$ cat src/rtl/alu_decode_stage.sv
// alu_decode_stage: registered RV32I decode stage feeding the ALU.
// One pipeline register between fetch and execute, valid/ready handshake,
// synchronous flush, asynchronous active-low reset.
// Optional build macro: ALU_DECODE_ILLEGAL_CHK_EN adds illegal-encoding
// detection; when it is undefined illegal_w_o_h is tied low.
module alu_decode_stage #(
  parameter int XLEN = 32
) (
  input  logic            clk_w_i,
  input  logic            rst_w_i_l,
  input  logic            flush_w_i_h,
  input  logic [31:0]     instr_w_i,
  input  logic [XLEN-1:0] pc_w_i,
  input  logic            in_valid_w_i_h,
  output logic            in_ready_w_o_h,
  output logic            out_valid_w_o_h,
  input  logic            out_ready_w_i_h,
  output logic [3:0]      alu_control_w_o,
  output logic            addi_sub_flag_w_o,
  output logic [XLEN-1:0] imm_w_o,
  output logic [XLEN-1:0] pc_w_o,
  output logic [4:0]      rs1_w_o,
  output logic [4:0]      rs2_w_o,
  output logic [4:0]      rd_w_o,
  output logic            a_sel_pc_w_o_h,
  output logic            b_sel_imm_w_o_h,
  output logic            reg_wr_w_o_h,
  output logic            illegal_w_o_h
);

  localparam logic [6:0] OPC_OP     = 7'b0110011;
  localparam logic [6:0] OPC_OP_IMM = 7'b0010011;
  localparam logic [6:0] OPC_BRANCH = 7'b1100011;
  localparam logic [6:0] OPC_LOAD   = 7'b0000011;
  localparam logic [6:0] OPC_STORE  = 7'b0100011;
  localparam logic [6:0] OPC_JALR   = 7'b1100111;
  localparam logic [6:0] OPC_JAL    = 7'b1101111;
  localparam logic [6:0] OPC_LUI    = 7'b0110111;
  localparam logic [6:0] OPC_AUIPC  = 7'b0010111;

  logic [6:0] opcode;
  logic [2:0] f3;

  assign opcode = instr_w_i[6:0];
  assign f3     = instr_w_i[14:12];

  // Immediate formats, all sign-extended from instr[31]
  logic [XLEN-1:0] imm_i, imm_s, imm_b, imm_u, imm_j;

  assign imm_i = {{(XLEN-12){instr_w_i[31]}}, instr_w_i[31:20]};
  assign imm_s = {{(XLEN-12){instr_w_i[31]}}, instr_w_i[31:25], instr_w_i[11:7]};
  assign imm_b = {{(XLEN-13){instr_w_i[31]}}, instr_w_i[31], instr_w_i[7],
                  instr_w_i[30:25], instr_w_i[11:8], 1'b0};
  assign imm_u = {{(XLEN-32){instr_w_i[31]}}, instr_w_i[31:12], 12'b0};
  assign imm_j = {{(XLEN-21){instr_w_i[31]}}, instr_w_i[31], instr_w_i[19:12],
                  instr_w_i[20], instr_w_i[30:21], 1'b0};

  // Decoded bundle (combinational), captured into the stage register on load
  logic [3:0]      alu_next;
  logic            flag_next;
  logic [XLEN-1:0] imm_next;
  logic [4:0]      rs1_next;
  logic            a_sel_next;
  logic            b_sel_next;
  logic            wr_class;
  logic            reg_wr_next;
  logic            illegal_next;

`ifdef ALU_DECODE_ILLEGAL_CHK_EN
  logic [6:0] f7;
  logic       opcode_known;
  logic       f7_legal;
  logic       is_shift_imm;

  assign f7           = instr_w_i[31:25];
  assign opcode_known = opcode inside {OPC_OP, OPC_OP_IMM, OPC_BRANCH, OPC_LOAD,
                                       OPC_STORE, OPC_JALR, OPC_JAL, OPC_LUI,
                                       OPC_AUIPC};
  assign f7_legal     = (f7 == 7'b0000000) || (f7 == 7'b0100000);
  assign is_shift_imm = (opcode == OPC_OP_IMM) && ((f3 == 3'b001) || (f3 == 3'b101));

  // Encodings the ALU cannot execute
  always_comb begin
    illegal_next = 1'b0;
    if (!opcode_known)
      illegal_next = 1'b1;
    else if ((opcode == OPC_OP) && !f7_legal)
      illegal_next = 1'b1;
    else if ((opcode == OPC_OP) && (f7 == 7'b0100000) && (f3 != 3'b000) && (f3 != 3'b101))
      illegal_next = 1'b1;
    else if (is_shift_imm && !f7_legal)
      illegal_next = 1'b1;
  end
`else
  assign illegal_next = 1'b0;
`endif

  // Opcode decode into ALU controls, immediate and operand selects
  always_comb begin
    alu_next   = 4'b0000;
    flag_next  = 1'b0;
    imm_next   = '0;
    rs1_next   = instr_w_i[19:15];
    a_sel_next = 1'b0;
    b_sel_next = 1'b1;
    wr_class   = 1'b0;
    case (opcode)
      OPC_OP: begin
        alu_next   = {instr_w_i[30], f3};
        flag_next  = 1'b1;
        b_sel_next = 1'b0;
        wr_class   = 1'b1;
      end
      OPC_OP_IMM: begin
        // bit 30 is only an opcode bit for right shifts; elsewhere it is immediate
        alu_next = (f3 == 3'b101) ? {instr_w_i[30], f3} : {1'b0, f3};
        imm_next = imm_i;
        wr_class = 1'b1;
      end
      OPC_BRANCH: begin
        alu_next   = 4'b1000;
        flag_next  = 1'b1;
        b_sel_next = 1'b0;
        imm_next   = imm_b;
      end
      OPC_LOAD: begin
        imm_next = imm_i;
        wr_class = 1'b1;
      end
      OPC_STORE: begin
        imm_next = imm_s;
      end
      OPC_JALR: begin
        imm_next = imm_i;
        wr_class = 1'b1;
      end
      OPC_JAL: begin
        imm_next   = imm_j;
        a_sel_next = 1'b1;
        wr_class   = 1'b1;
      end
      OPC_LUI: begin
        imm_next = imm_u;
        rs1_next = 5'd0;
        wr_class = 1'b1;
      end
      OPC_AUIPC: begin
        imm_next   = imm_u;
        a_sel_next = 1'b1;
        wr_class   = 1'b1;
      end
      default: begin
        // unknown opcode: behaves as ADD with no register write
      end
    endcase
    if (illegal_next) begin
      alu_next  = 4'b0000;
      flag_next = 1'b0;
      wr_class  = 1'b0;
    end
  end

  assign reg_wr_next = wr_class && (instr_w_i[11:7] != 5'd0);

  // Stage register
  logic            valid_reg;
  logic [3:0]      alu_reg;
  logic            flag_reg;
  logic [XLEN-1:0] imm_reg;
  logic [XLEN-1:0] pc_reg;
  logic [4:0]      rs1_reg, rs2_reg, rd_reg;
  logic            a_sel_reg, b_sel_reg, reg_wr_reg, illegal_reg;
  logic            load;

  assign in_ready_w_o_h = !valid_reg || out_ready_w_i_h;
  assign load           = in_valid_w_i_h && in_ready_w_o_h;

  // Flush beats load; an accepted bundle without replacement empties the stage
  always_ff @(posedge clk_w_i or negedge rst_w_i_l) begin
    if (!rst_w_i_l) begin
      valid_reg   <= 1'b0;
      alu_reg     <= 4'b0000;
      flag_reg    <= 1'b0;
      imm_reg     <= '0;
      pc_reg      <= '0;
      rs1_reg     <= 5'd0;
      rs2_reg     <= 5'd0;
      rd_reg      <= 5'd0;
      a_sel_reg   <= 1'b0;
      b_sel_reg   <= 1'b0;
      reg_wr_reg  <= 1'b0;
      illegal_reg <= 1'b0;
    end else if (flush_w_i_h) begin
      valid_reg <= 1'b0;
    end else if (load) begin
      valid_reg   <= 1'b1;
      alu_reg     <= alu_next;
      flag_reg    <= flag_next;
      imm_reg     <= imm_next;
      pc_reg      <= pc_w_i;
      rs1_reg     <= rs1_next;
      rs2_reg     <= instr_w_i[24:20];
      rd_reg      <= instr_w_i[11:7];
      a_sel_reg   <= a_sel_next;
      b_sel_reg   <= b_sel_next;
      reg_wr_reg  <= reg_wr_next;
      illegal_reg <= illegal_next;
    end else if (out_ready_w_i_h) begin
      valid_reg <= 1'b0;
    end
  end

  assign out_valid_w_o_h   = valid_reg;
  assign alu_control_w_o   = alu_reg;
  assign addi_sub_flag_w_o = flag_reg;
  assign imm_w_o           = imm_reg;
  assign pc_w_o            = pc_reg;
  assign rs1_w_o           = rs1_reg;
  assign rs2_w_o           = rs2_reg;
  assign rd_w_o            = rd_reg;
  assign a_sel_pc_w_o_h    = a_sel_reg;
  assign b_sel_imm_w_o_h   = b_sel_reg;
  assign reg_wr_w_o_h      = reg_wr_reg;
`ifdef ALU_DECODE_ILLEGAL_CHK_EN
  assign illegal_w_o_h     = illegal_reg;
`else
  assign illegal_w_o_h     = 1'b0;
`endif

endmodule

$ cat config.mk
export PLATFORM = sky130hd
export DESIGN_NAME = alu_decode_stage
export DESIGN_NICKNAME = d
export VERILOG_FILES = /design/src/rtl/alu_decode_stage.sv
export SDC_FILE = /design/constraint.sdc
export NUM_CORES = 1
export LEC_CHECK = 0
export ABC_CLOCK_PERIOD_IN_PS = 3890
export CORE_MARGIN = 8
export CORE_UTILIZATION = 36
export DETAILED_ROUTE_END_ITERATION = 8
export PLACE_DENSITY = 0.72
export REMOVE_ABC_BUFFERS = 1
export SLEW_MARGIN = 10
export SYNTH_ARGS = -nofsm -noshare
export SYNTH_HDL_FRONTEND = slang
export SYNTH_SLANG_ARGS = --single-unit
$ cat constraint.sdc
create_clock -name clk_w_i -period 3.89 [get_ports clk_w_i]
set_input_delay 0.778 -clock clk_w_i [delete_from_list [all_inputs] [get_ports clk_w_i]]
set_output_delay 0.778 -clock clk_w_i [all_outputs]
set_load 0.03 [all_outputs]
; ---- Yosys cells after proc, flatten, opt, wreduce, memory -nomap -nowiden
; Index checks and enable logic that the tools add are counted.
[word_totals]
register_bits = 88
inputBits = 69
out_inout_bits = 90
wordCells = 45
[classes]
n_eq_ne = 10
n_mux = 11
n_bitwise = 1
n_reduce_logical = 12
[op_table]
columns = op, n
row1 = 32-bit one-hot mux with 5 select lines, 1
row2 = "7-bit by 6-bit == test with 1-bit output, second input constant", 3
row3 = "7-bit == test, second input constant", 3
row4 = "7-bit by 5-bit == test with 1-bit output, second input constant", 2
row5 = 4-bit one-hot mux with 3 select lines, 1
row6 = "7-bit by 2-bit == test with 1-bit output, second input constant", 1
row7 = 1-bit 2-to-1 mux, 7
row8 = 7-bit OR reduction, 1
row9 = 2-bit OR reduction, 3
row10 = 5-bit 2-to-1 mux, 1
row11 = 5-bit nonzero test, 1
row12 = 4-bit 2-to-1 mux, 1
row13 = "3-bit == test, second input constant", 1
row14 = 3-bit nonzero test, 1
row15 = 3-bit OR reduction, 1
row16 = 1-bit logical AND, 2
row17 = 2-bit AND reduction, 1
row18 = 1-bit zero test, 1
row19 = 1-bit logical OR, 1
row20 = 1-bit NOT, 1

; ---- Logic depth before layout (Yosys ltp)
[depth]
depth_word = 5
depth_mapped = 8
mapped_depth_nobuf = 5

; ---- Worst setup path before layout
; No wires, ideal clock.
[synth_timing]
kind = input to output
from = in out_ready_w_i_h
to = out in_ready_w_o_h
t_arrival_ns = 1.044
required_time_ns = 3.112
slack_ns = 2.068
cell_stages = 2
path_buffers = 0
cell_sequence = nor2b_4 inv_2
[synth_between]
elab_chain_len = 1
[synth_rtl]
columns = element, line
row1 = start: declaration, 17  ; input logic out_ready_w_i_h,
row2 = 1-bit logical OR, 175  ; assign in_ready_w_o_h = !valid_reg || out_ready_w_i_h;
row3 = end: declaration, 15  ; output logic in_ready_w_o_h,
; No other way between the ends.

; ---- Final worst setup path
; Same ends and word-level chain as after synthesis.

==> flow_summary.ini <==
[floorplan]
die_area_um2 = 14300
chipWidth_um = 120
io_pins = 159
placementRows = 38
initial_core_util = 0.363
chipHeight_um = 120
core_um2 = 10700

[power_and_ir_drop]
switching_share = 0.318
clock_power_share = 0.258
seq_power_share = 0.467
netSwitchingPower_uw = 711
ir_drop_mv = 0.180
leakage_nw = 2.71
p_int_mw = 1.53
cellPowerDensity_nw_per_um2 = 393
pwr-share-comb = 0.275

[clock_network]
clock_path_buffers = 2
cts_tree = done
cts_buffers = 9
clock_sinks = 88
clock_latency_ps = 350
ctsResizeCount = 0
post_cts_buffers = 0
htree_levels = 3
clkTransAtPathRegs_ps = 80
hold_buffers = 0
cts_root_buf = clkbuf_8

[synth]
syn_area_um2 = 3870
syn_inst = 403
ys.flop_type = dfrtp_1
ys_seq_area_frac = 0.570
syn_area_per_cell_um2 = 9.59
ys_types = 51
synth_edf_count = 0
synthArstFlopShare = 1.00
ys_warn_count = 0
ys_seq_elements = 88

[placement]
portBuffers = 157
dp_slack_ps = 962
gp_congestion = 0.767
place_hpwl_mm = 8.30
post-place-cells = 680

[worst_setup_path]
r2r-start = out_valid_w_o_h
path_max_fanout = 4
critPathCaptureType = output port
crit_required_ps = 3110
crit_slowest_cell = clkdlybuf4s50_1
crit_path_max_incr_delay_ps = 600
r2r-end = imm_w_o[18]
rrSetupSlack_ps = 1920
arrival_ps = 2100
cp_num_buf_inv = 3
worstSetupPathType = in -> out
worst_r2r_path_depth = 4
cp-start-kind = primary input
crit_top_cell = clkdlybuf4s50_1
path_delay_family = buffers and inverters
worstPathCellList = clkdlybuf4s50_1 > nor2b_4 > inv_2 > clkdlybuf4s50_1

[global_routing]
grt_util_all_layers = 0.157
grt_overflow = 0
grt_pass1_vias = 3492
grt_max_degree = 61
grt_pass1_wl_mm = 18.3
grt_antenna_before_repair = 0

[sta]
slew_viol_final = 0
relSlewSlack = 0.452
finClkSkew_ps = 5.55
grt_setup_unrepaired = no
tightest_slew_ps = 821
hold_viol_final = 0
whs_ps = 478
setup_slack_ps = 1010
fmax_mhz = 347
post-route-period-util = 0.741
tns_ps = 0
setup_viol = 0
period_needed_ps = 2880

[drt]
dr.pass1.iters = 4
drtIter0Drc = 197
wire_per_inst_um = 16.1
via_per_inst = 4.82
wl_mm = 11.2
routed-via-count = 3357
antenna_left = 0
drc_errors = 0

[finish]
layout_common_cells = nand2_1, clkdlybuf4s50_1, dfrtp_1, nand3_1
fin_cells = 696
diodes = 0
layout_commonest_cell = nand2_1
nets = 620
layout-drive-gt1-share = 0.0809
final_util = 0.535
fillCellCount = 1003
syn_to_final_growth_pct = 47.4

[flow_run]
maxCapViolCount = 0

[run_status]
outcome = completed

[min_path]
hold_path_class = in -> async
==> sequential cells by signal, summed over array words and instances, names as in the netlist <==
name / cells
alu_control_w_o: 4
rs1_w_o: 5
reg_wr_w_o_h: 1
imm_w_o: 32
addi_sub_flag_w_o: 1
pc_w_o: 32
rs2_w_o: 5
b_sel_imm_w_o_h: 1
out_valid_w_o_h: 1
rd_w_o: 5
a_sel_pc_w_o_h: 1
==> metrics by stage <==
stage,cell area (um2),total power [mW]
4_1_cts,5700,2.27
5_1_grt,5700,2.36
2_1_floorplan,3720,1.35
6_report,5700,2.24
3_5_place_dp,5520,1.69
3_3_place_gp,5520,1.67
==> routing by layer <==
metal	vias to the layer above	global-route usage	routed length, um
met3	9	0.0535	935
met2	113	0.242	5150
met5	-	0	0
met4	0	0.0578	95
li1	1628	-	-
met1	1607	0.199	5030
==> worst max path at each step <==
stage	startpoint	to	slack (ps)	depth (start not counted)
global route	out_ready_w_i_h	in_ready_w_o_h	960	4
floorplan	flush_w_i_h	imm_w_o[20]	650	4
CTS	out_ready_w_i_h	in_ready_w_o_h	1000	4
detailed placement	instr_w_i[5]	imm_w_o[20]	960	5
finish	out_ready_w_i_h	in_ready_w_o_h	1010	4
global placement	instr_w_i[5]	imm_w_o[20]	970	5
==> cell type report <==
class,count,area (um2),share of cell area
clock buffer,14,163,0.0285
tap,140,175,0.0307
clock inverter,2,13.8,0.00241
timing repair buffer,162,1620,0.284
sequential,88,2200,0.386
multi-input combinational,287,1520,0.266
inverter,3,11.3,0.00198
==> synthesized netlist by cell type, drive strengths merged, types with 3 or more instances <==
master / n / share of area
and3: 6 / 0.011
buf: 19 / 0.033
a32o: 3 / 0.0078
nand4: 4 / 0.0065
dfrtp: 88 / 0.57
nand3: 31 / 0.054
nor2: 12 / 0.012
o21ai: 8 / 0.010
a221o: 4 / 0.010
clkbuf: 6 / 0.0058
o211ai: 8 / 0.016
nand2: 177 / 0.17
inv: 3 / 0.0029
==> power groups by stage <==
stage	clock network (mW)	logic [mW]	registers [mW]
3_3_place_gp	0	0.614	1.06
6_report	0.577	0.615	1.05
5_1_grt	0.644	0.659	1.06
4_1_cts	0.603	0.623	1.05
2_1_floorplan	0	0.116	1.24
3_5_place_dp	0	0.621	1.07
==> worst reg2reg max path: cells and delay by family, from the launching register on <==
kind,cells,cell delay (ps)
compound gates,1,240
simple gates,3,1260
flops,1,380
==> logic make-up (layout without fill, tap and decap cells) <==
group	after synthesis	in the layout	synth area share
compound gates	37	37	0.0777
mux	1	1	0.00291
other cells	1	1	0.000970
simple gates	247	247	0.305
buf+inv	28	181	0.0417
xor+xnor	1	1	0.00227
flops	88	88	0.570
No activity file was read; power rests on OpenSTA's default activity.
